### config.mk
export PLATFORM = sky130hd
export DESIGN_NAME = dem_tree_scheduler
export DESIGN_NICKNAME = d
export VERILOG_FILES = /design/src/rtl/lib_switchblock_pkg.sv /design/src/rtl/dem_node_buffer.sv /design/src/rtl/dem_tree_scheduler.sv
export SDC_FILE = /design/constraint.sdc
export NUM_CORES = 1
export LEC_CHECK = 0
export CORE_MARGIN = 1.5
export CORE_UTILIZATION = 30
export DETAILED_ROUTE_END_ITERATION = 7
export PLACE_DENSITY = 0.61
export SYNTH_ARGS = -nofsm -noshare
export SYNTH_HDL_FRONTEND = slang
export SYNTH_SLANG_ARGS = --single-unit
### constraint.sdc
create_clock -name clk_i -period 2.47 [get_ports clk_i]
set_clock_uncertainty 0.15 [all_clocks]
set_input_delay 0.6175 -clock clk_i [delete_from_list [all_inputs] [get_ports clk_i]]
set_output_delay 0.6175 -clock clk_i [all_outputs]
set_load 0.02 [all_outputs]
### src/rtl/lib_switchblock_pkg.sv
// Shared constants and state encoding for the DEM tree switching-block scheduler.
// Latency: n/a (package only).
// Backpressure: n/a (package only).
package lib_switchblock_pkg;

    localparam int SB_DATA_W     = 16;
    localparam int SB_NUM_LAYERS = 3;
    localparam int SB_NUM_NODES  = (1 << SB_NUM_LAYERS) - 1;
    localparam int SB_NUM_LEAVES = 1 << SB_NUM_LAYERS;
    localparam int SB_PTR_W      = SB_NUM_LAYERS + 1;

    typedef enum logic [1:0] {
        S_IDLE,
        S_ISSUE,
        S_WAIT,
        S_DONE
    } sched_state_t;

endpackage

### src/rtl/dem_node_buffer.sv
// Heap-indexed register file holding every node and leaf value of the DEM tree.
// Latency: writes land on the next rising edge; read port and leaf bus are combinational.
// Backpressure: none; the scheduler decides when writes happen.
//
// Ports:
//   clk_i, reset_i         clock, synchronous active-high reset (clears all entries)
//   root_we_i/root_dat_i   write entry 1 (tree root)
//   pair_we_i/pair_idx_i   write entries 2n and 2n+1 with child1_i/child2_i
//   rd_idx_i/rd_dat_o      single combinational read port
//   leaves_o               leaf j = entry 2^NUM_LAYERS + j at bits [j*DATA_W +: DATA_W]
module dem_node_buffer #(
    parameter int DATA_W     = 16,
    parameter int NUM_LAYERS = 3
) (
    input  logic                                 clk_i,
    input  logic                                 reset_i,
    input  logic                                 root_we_i,
    input  logic [DATA_W-1:0]                    root_dat_i,
    input  logic                                 pair_we_i,
    input  logic [NUM_LAYERS-1:0]                pair_idx_i,
    input  logic [DATA_W-1:0]                    child1_i,
    input  logic [DATA_W-1:0]                    child2_i,
    input  logic [NUM_LAYERS:0]                  rd_idx_i,
    output logic [DATA_W-1:0]                    rd_dat_o,
    output logic [(1<<NUM_LAYERS)*DATA_W-1:0]    leaves_o
);

    localparam int IDX_W      = NUM_LAYERS + 1;
    localparam int DEPTH      = 1 << IDX_W;
    localparam int NUM_LEAVES = 1 << NUM_LAYERS;
    localparam logic [IDX_W-1:0] ROOT_IDX = IDX_W'(1);

    // Entry 0 is never addressed; keeping it lets heap indices map directly.
    logic [DATA_W-1:0] mem [DEPTH];

    // Internal node pointers never exceed 2^NUM_LAYERS-1, so dropping the
    // pointer's MSB before the shift loses nothing.
    logic [IDX_W-1:0] left_idx;
    logic [IDX_W-1:0] right_idx;

    assign left_idx  = {pair_idx_i, 1'b0};
    assign right_idx = {pair_idx_i, 1'b1};

    always_ff @(posedge clk_i) begin
        if (reset_i) begin
            for (int i = 0; i < DEPTH; i++) begin
                mem[i] <= '0;
            end
        end else begin
            if (root_we_i) begin
                mem[ROOT_IDX] <= root_dat_i;
            end
            if (pair_we_i) begin
                mem[left_idx]  <= child1_i;
                mem[right_idx] <= child2_i;
            end
        end
    end

    assign rd_dat_o = mem[rd_idx_i];

    for (genvar j = 0; j < NUM_LEAVES; j++) begin : g_leaf
        assign leaves_o[j*DATA_W +: DATA_W] = mem[IDX_W'(NUM_LEAVES + j)];
    end

endmodule

### src/rtl/dem_tree_scheduler.sv
// Walks a binary DEM tree in heap order through one shared switching block, then presents the leaves.
// Latency: out_valid_o 2*(2^NUM_LAYERS-1)+1 cycles after input handshake with a zero-stall, 1-cycle switch.
// Backpressure: in_ready_o only in IDLE; sw request held until sw_ready_i; leaf vector held until out_ready_i.
//
// Ports:
//   clk_i, reset_i                       clock, synchronous active-high reset
//   in_data_i/in_valid_i/in_ready_o      sample input handshake
//   sw_x_o/sw_layer_o/sw_valid_o/sw_ready_i   node request to switching block
//   sw_rsp_valid_i/sw_x1_i/sw_x2_i       single-cycle child response
//   out_leaves_o/out_valid_o/out_ready_i leaf vector output handshake
//   err_o                                sticky flag: response arrived outside WAIT
module dem_tree_scheduler
    import lib_switchblock_pkg::*;
#(
    parameter int DATA_W     = SB_DATA_W,
    parameter int NUM_LAYERS = SB_NUM_LAYERS
) (
    input  logic                                 clk_i,
    input  logic                                 reset_i,
    input  logic [DATA_W-1:0]                    in_data_i,
    input  logic                                 in_valid_i,
    output logic                                 in_ready_o,
    output logic [DATA_W-1:0]                    sw_x_o,
    output logic [$clog2(NUM_LAYERS)-1:0]        sw_layer_o,
    output logic                                 sw_valid_o,
    input  logic                                 sw_ready_i,
    input  logic                                 sw_rsp_valid_i,
    input  logic [DATA_W-1:0]                    sw_x1_i,
    input  logic [DATA_W-1:0]                    sw_x2_i,
    output logic [(1<<NUM_LAYERS)*DATA_W-1:0]    out_leaves_o,
    output logic                                 out_valid_o,
    input  logic                                 out_ready_i,
    output logic                                 err_o
);

    localparam int PTR_W   = NUM_LAYERS + 1;
    localparam int LAYER_W = $clog2(NUM_LAYERS);
    localparam logic [PTR_W-1:0] FIRST_NODE = PTR_W'(1);
    localparam logic [PTR_W-1:0] LAST_NODE  = PTR_W'((1 << NUM_LAYERS) - 1);

    sched_state_t     state, state_nxt;
    logic [PTR_W-1:0] ptr, ptr_nxt;
    logic             root_we;
    logic             pair_we;
    logic             err_q;

    always_ff @(posedge clk_i) begin
        if (reset_i) begin
            state <= S_IDLE;
            ptr   <= FIRST_NODE;
            err_q <= 1'b0;
        end else begin
            state <= state_nxt;
            ptr   <= ptr_nxt;
            // A response with nothing outstanding is dropped, but remembered.
            if (sw_rsp_valid_i && (state != S_WAIT)) begin
                err_q <= 1'b1;
            end
        end
    end

    always_comb begin
        state_nxt  = state;
        ptr_nxt    = ptr;
        in_ready_o = 1'b0;
        sw_valid_o = 1'b0;
        out_valid_o = 1'b0;
        root_we    = 1'b0;
        pair_we    = 1'b0;
        unique case (state)
            S_IDLE: begin
                in_ready_o = 1'b1;
                if (in_valid_i) begin
                    root_we   = 1'b1;
                    ptr_nxt   = FIRST_NODE;
                    state_nxt = S_ISSUE;
                end
            end
            S_ISSUE: begin
                sw_valid_o = 1'b1;
                if (sw_ready_i) begin
                    state_nxt = S_WAIT;
                end
            end
            S_WAIT: begin
                if (sw_rsp_valid_i) begin
                    pair_we = 1'b1;
                    if (ptr == LAST_NODE) begin
                        state_nxt = S_DONE;
                    end else begin
                        ptr_nxt   = ptr + PTR_W'(1);
                        state_nxt = S_ISSUE;
                    end
                end
            end
            S_DONE: begin
                out_valid_o = 1'b1;
                if (out_ready_i) begin
                    state_nxt = S_IDLE;
                end
            end
            default: begin
                state_nxt = S_IDLE;
            end
        endcase
    end

    // Layer of a heap node is the position of its leading one (root = 1 -> layer 0).
    always_comb begin
        sw_layer_o = '0;
        for (int b = 1; b < PTR_W; b++) begin
            if (ptr[b]) begin
                sw_layer_o = LAYER_W'(b);
            end
        end
    end

    dem_node_buffer #(
        .DATA_W     (DATA_W),
        .NUM_LAYERS (NUM_LAYERS)
    ) u_node_buffer (
        .clk_i      (clk_i),
        .reset_i    (reset_i),
        .root_we_i  (root_we),
        .root_dat_i (in_data_i),
        .pair_we_i  (pair_we),
        .pair_idx_i (ptr[PTR_W-2:0]),
        .child1_i   (sw_x1_i),
        .child2_i   (sw_x2_i),
        .rd_idx_i   (ptr),
        .rd_dat_o   (sw_x_o),
        .leaves_o   (out_leaves_o)
    );

    assign err_o = err_q;

endmodule
# --- Word level (Yosys, flattened, before mapping) ---
# Memory sizes are Yosys's and may differ from the RTL's. A register that Yosys moved wholly into a read port is not among the register bits.
# Cells that the tools add are included.
word_totals:
  word_cells: 60
  ff_bits: 7
  memories: 1
  mem_bits_rw: 256
  output_inout_bits: 150
mem_list:
  columns: ["memory", "words", "width", "read_ports", "rd_clocked_by_memory_dff", "wr", "line_no", "text"]
  rows:
  - ["u_node_buffer.mem", 16, 16, 9, 1, 16, "dem_node_buffer.sv:34", "logic [DATA_W-1:0] mem [DEPTH];"]
op_classes:
  addsub: 1
  mux: 37
  n_eq_ne: 10
  n_bitwise: 1
  n_reduce_logical: 7
ops:
  columns: ["op", "n"]
  rows:
  - ["two-way mux 16 bit", 3]
  - ["OR reduction 16 bit", 2]
  - ["two-way mux 4 bit", 7]
  - ["two-way mux 1 bit", 18]
  - ["two-way mux 2 bit", 7]
  - ["!= test 2 bit, second input constant", 6]
  - ["case mux 2 bit (4 select lines)", 1]
  - ["case mux 4 bit (2 select lines)", 1]
  - ["AND reduction 4 bit", 2]
  - ["adder 4 x 1 -> 4 bit, second input constant", 1]
  - ["== test 2 bit, second input constant", 2]
  - ["== test 4 x 3 -> 1 bit, second input constant", 1]
  - ["== test 2 x 1 -> 1 bit, second input constant", 1]
  - ["zero test 2 bit", 1]
  - ["nonzero test 2 bit", 1]
  - ["logical AND 1 bit", 1]
  - ["OR 1 bit", 1]

# --- Logic depth before layout (Yosys ltp) ---
# Gate-level depths: netlist (run 1).
depth:
  depth_word: 7
  depth_mapped: 6
  depth_no_buf: 4

# --- Cells and area by module ---
# Synthesis (run 1) repeated with hierarchy kept, for this count alone.
unflattened:
  hier_cells: 794
  area_unflattened_um2: 11961.5
by_module_without_submodules:
  columns: ["mod", "n_inst", "cells_per_inst", "area_per_inst_um2"]
  rows:
  - ["dem_node_buffer", 1, 745, 11532.3]
  - ["dem_tree_scheduler", 1, 49, 429.2]

# --- Least setup slack after synthesis (run 1) ---
# Ideal clock, no wire load.
synth_path:
  kind: "input to register"
  startpoint: "input reset_i"
  endpoint: "memory u_node_buffer.mem[2][0] (enable)"
  t_required_ns: 1.945
  setup_slack_ns: -0.129
  arrival_time_ns: 2.074
  stages: 5
  setup_ns: 0.375
  path_cell_list: "buf_2 -> or3b_1 -> buf_4 -> nor4_4 -> or2_2"
synth_rtl:
  columns: ["element", "line_no", "text"]
  rows:
  - ["from (decl)", "dem_tree_scheduler.sv:19", "input logic reset_i,"]
  - ["to (decl)", "dem_node_buffer.sv:34", null]

==> results.ini, run 1 <==
[floorplan]
rows = 73
core_area_sq_um = 39600
die_x_microns = 203
die_h_microns = 203
start_util_pct = 30.3
ios = 204
die-area_sq_um = 41300

[drt]
drc_errors = 0
wire_per_inst_microns = 21.5
vias = 8084
viasPerCell = 4.76
ant_nets = 0
drt_first_iter_violations = 477
firstDrtPassIters = 4
wirelength_microns = 36600

[cells_and_area]
antenna_cells = 0
final_common_cell = edfxtp_1
syn_to_final_growth_pct = 47.0
num-fill-cells = 3533
final_cell_area_sq_um = 17700
nets = 1208
drive_gt1_share_pct = 33.3
mostFrequentLayoutCells = edfxtp_1 (256), and2_1 (242), buf_4 (171), clkdlybuf4s50_1 (167), mux4_2 (64)

[placed_design]
portBuffers = 203
dpl_cell_area_sq_um = 16400
dp_hpwl_microns = 25900
gp_congestion = 0.819
pre_cts_slack_ns = -0.561

[clock_network]
cts_num_sinks = 267
root_buffer = clkbuf_16
clkTransAtPathRegs_ns = 0.06
cts_tree = yes
htree_levels = 1
worstSkewPairLatency_ns = 0.53
cts_buffer_depth = 3
cts_inserted_buffers = 28

[setup_path]
required_ns = 1.70
r2r_slack_ns = 0.31
worstReg2RegStart = state[0]$_SDFFE_PP0P_
crit_path_end_kind = output port
crit_type = flip-flop to output port
ff2ff_path_depth = 5
r2r_end = u_node_buffer.mem[14][2]$_SDFFCE_PN0P_
cp.arrival_ns = 2.33
cp_max_fo = 5
crit_path_start_kind = flip-flop

[grt]
grt_pass1_wl_microns = 52800
grt_max_degree = 33
antenna_found_initial = 1
overflow = 0
grt_usage_pct = 17.4
grt_pass1_vias = 8444

[hold_path]
hold_path_end = err_o$_SDFFE_PP0P_
holdPathStages = 2
hp-class = flip-flop to flip-flop
hold_start = err_o$_SDFFE_PP0P_

[timing]
max_freq_ghz = 0.323
setup_viol = 16
maxSlewHeadroom_pct = 59.8
rsz0062_at_grt = true
period_share_pct = 125
post-route-min-period_ns = 3.10
hold_viol = 0
fin_ws_ns = -0.626
tightest_slew_ns = 0.588
drv_slew = 0

[power]
p_leak_uw = 0.00695
power_density_nw_per_um2 = 579
total_power_uw = 10200
ir_worst_vdd_mv = 0.613

[synthesis]
synth_cells = 761
synth_seq_cells = 267
syn_area_per_cell_sq_um = 15.8
syn-cell-area_sq_um = 12000
yosysSeqAreaShare_pct = 65.8
yosysWarnings = 0
syn_nets = 816
synth.distinct_cells = 37

[outcome]
status = finished, violations left
violations = setup timing

[run]
maxCapViolCount = 0

==> cells by family after synthesis <==
| kind of cell | Yosys count | share of synthesized area [%] |
|---|---|---|
| DFF | 267 | 65.8 |
| and+or+nand+nor | 302 | 15.7 |
| buffers and inverters | 57 | 1.98 |
| AOI/OAI and AO/OA | 66 | 4.15 |
| muxes | 68 | 12.3 |
| adders and majority gates | 1 | 0.104 |
==> state kept, by name, indices dropped and copies added (netlist names), named ones only <==
signal and flops:
state 2, err_o 1, ptr 4, u_node_buffer.mem 256
==> Yosys cell counts <==
| library cell | number | share of area, % |
|---|---|---|
| buf_2 | 10 | 0.42 |
| or3b_1 | 1 | 0.073 |
| mux2i_1 | 3 | 0.25 |
| o2bb2ai_1 | 2 | 0.15 |
| or4_1 | 1 | 0.062 |
| nand3_1 | 2 | 0.083 |
| nor3_2 | 6 | 0.50 |
| a211o_1 | 1 | 0.073 |
| nor4_1 | 1 | 0.052 |
| nand2_1 | 22 | 0.69 |
| and4b_1 | 1 | 0.083 |
| a22o_1 | 16 | 1.2 |
| buf_1 | 5 | 0.16 |
| dfxtp_1 | 11 | 1.8 |
| nor3_1 | 1 | 0.042 |
| mux2_2 | 1 | 0.094 |
| and3_1 | 1 | 0.052 |
| or2_2 | 9 | 0.47 |
| o31ai_1 | 2 | 0.12 |
| a22oi_1 | 33 | 2.1 |
| nor2_1 | 3 | 0.094 |
| edfxtp_1 | 256 | 64 |
| o31a_1 | 1 | 0.073 |
| buf_4 | 3 | 0.19 |
| nor2b_1 | 3 | 0.16 |
| ha_1 | 1 | 0.10 |
| nor4_4 | 2 | 0.35 |
| clkbuf_1 | 36 | 1.1 |
| and2_1 | 242 | 13 |
| mux4_2 | 64 | 12 |
| a2111oi_0 | 1 | 0.073 |
| o21ai_0 | 2 | 0.083 |
| a21o_1 | 1 | 0.062 |
| a21oi_1 | 7 | 0.29 |
| inv_1 | 3 | 0.094 |
| nand3b_1 | 1 | 0.062 |
| nand2b_1 | 6 | 0.31 |
==> critical path: stages (launching register included) <==
cell and delay (ns):
dfxtp_4 0.41, buf_12 0.14, buf_16 0.13, buf_12 0.10
mux4_2 0.49, a22oi_2 0.25, nand2_2 0.12, buf_6 0.14
==> how the worst max path moves through the flow <==
stage              start                                      to  slack, ns  cells past startpoint
2_1_floorplan    reset_i  u_node_buffer.mem[10][0]$_SDFFCE_PN0P_       -0.1                      5
6_report       flip-flop                              sw_x_o[10]      -0.63                      7
5_1_grt        flip-flop                              sw_x_o[10]      -0.67                      7
3_3_place_gp   flip-flop                               sw_x_o[7]      -0.55                      6
4_1_cts        flip-flop                              sw_x_o[10]      -0.66                      7
3_5_place_dp   flip-flop                               sw_x_o[7]      -0.56                      6
==> final cells by class <==
class,instances,area [sq um],share of cell area (%)
multi-input combinational,437,4110,23.2
tap,525,657,3.72
timing repair buffer,416,4160,23.5
clock buffer,32,716,4.05
sequential,267,7920,44.8
inverter,3,11.3,0.0637
clock inverter,19,116,0.658
==> through the flow <==
step                hold slack (ns)  std cells  utilization [%]  setup TNS (ns)
global route                  0.392       1699             44.6           -9.77
floorplan                     0.327        761                -          -12.52
finish                        0.360       1699             44.6           -8.74
CTS                           0.373       1699             44.4           -9.31
global placement              0.313       1635             41.4         -154.00
detailed placement            0.343       1635             41.4         -162.46
==> per-layer routing <==
metal,vias to the layer above,part of all wire [%],track usage (%)
li1,3667,-,-
met5,-,0.036,0
met3,54,5.3,2.67
met4,2,2.3,4.60
met1,4083,42,22.3
met2,278,50,30.5
==> repair_timing <==
action	in CTS	in global routing
hold buffers	0	0
setup buffers	10	0
pin swaps	21	6
endpoints found under the setup margin	23	29
cloned	3	0
hold endpoints to repair	0	0
resized for setup	144	25
==> where the power goes <==
| part | internal [uW] | switching [uW] | leakage [uW] |
|---|---|---|---|
| Combinational | 595 | 561 | 0.00380 |
| Clock | 2170 | 1700 | 0.000409 |
| Sequential | 5120 | 88.3 | 0.00274 |
(Power assumes the default switching activity.)
==> run 2: changes to the inputs <==
Settings changed: SLEW_MARGIN set to 30.
==> results of run 2 <==
Final layout, timing and power as in run 1 (identical DEF).
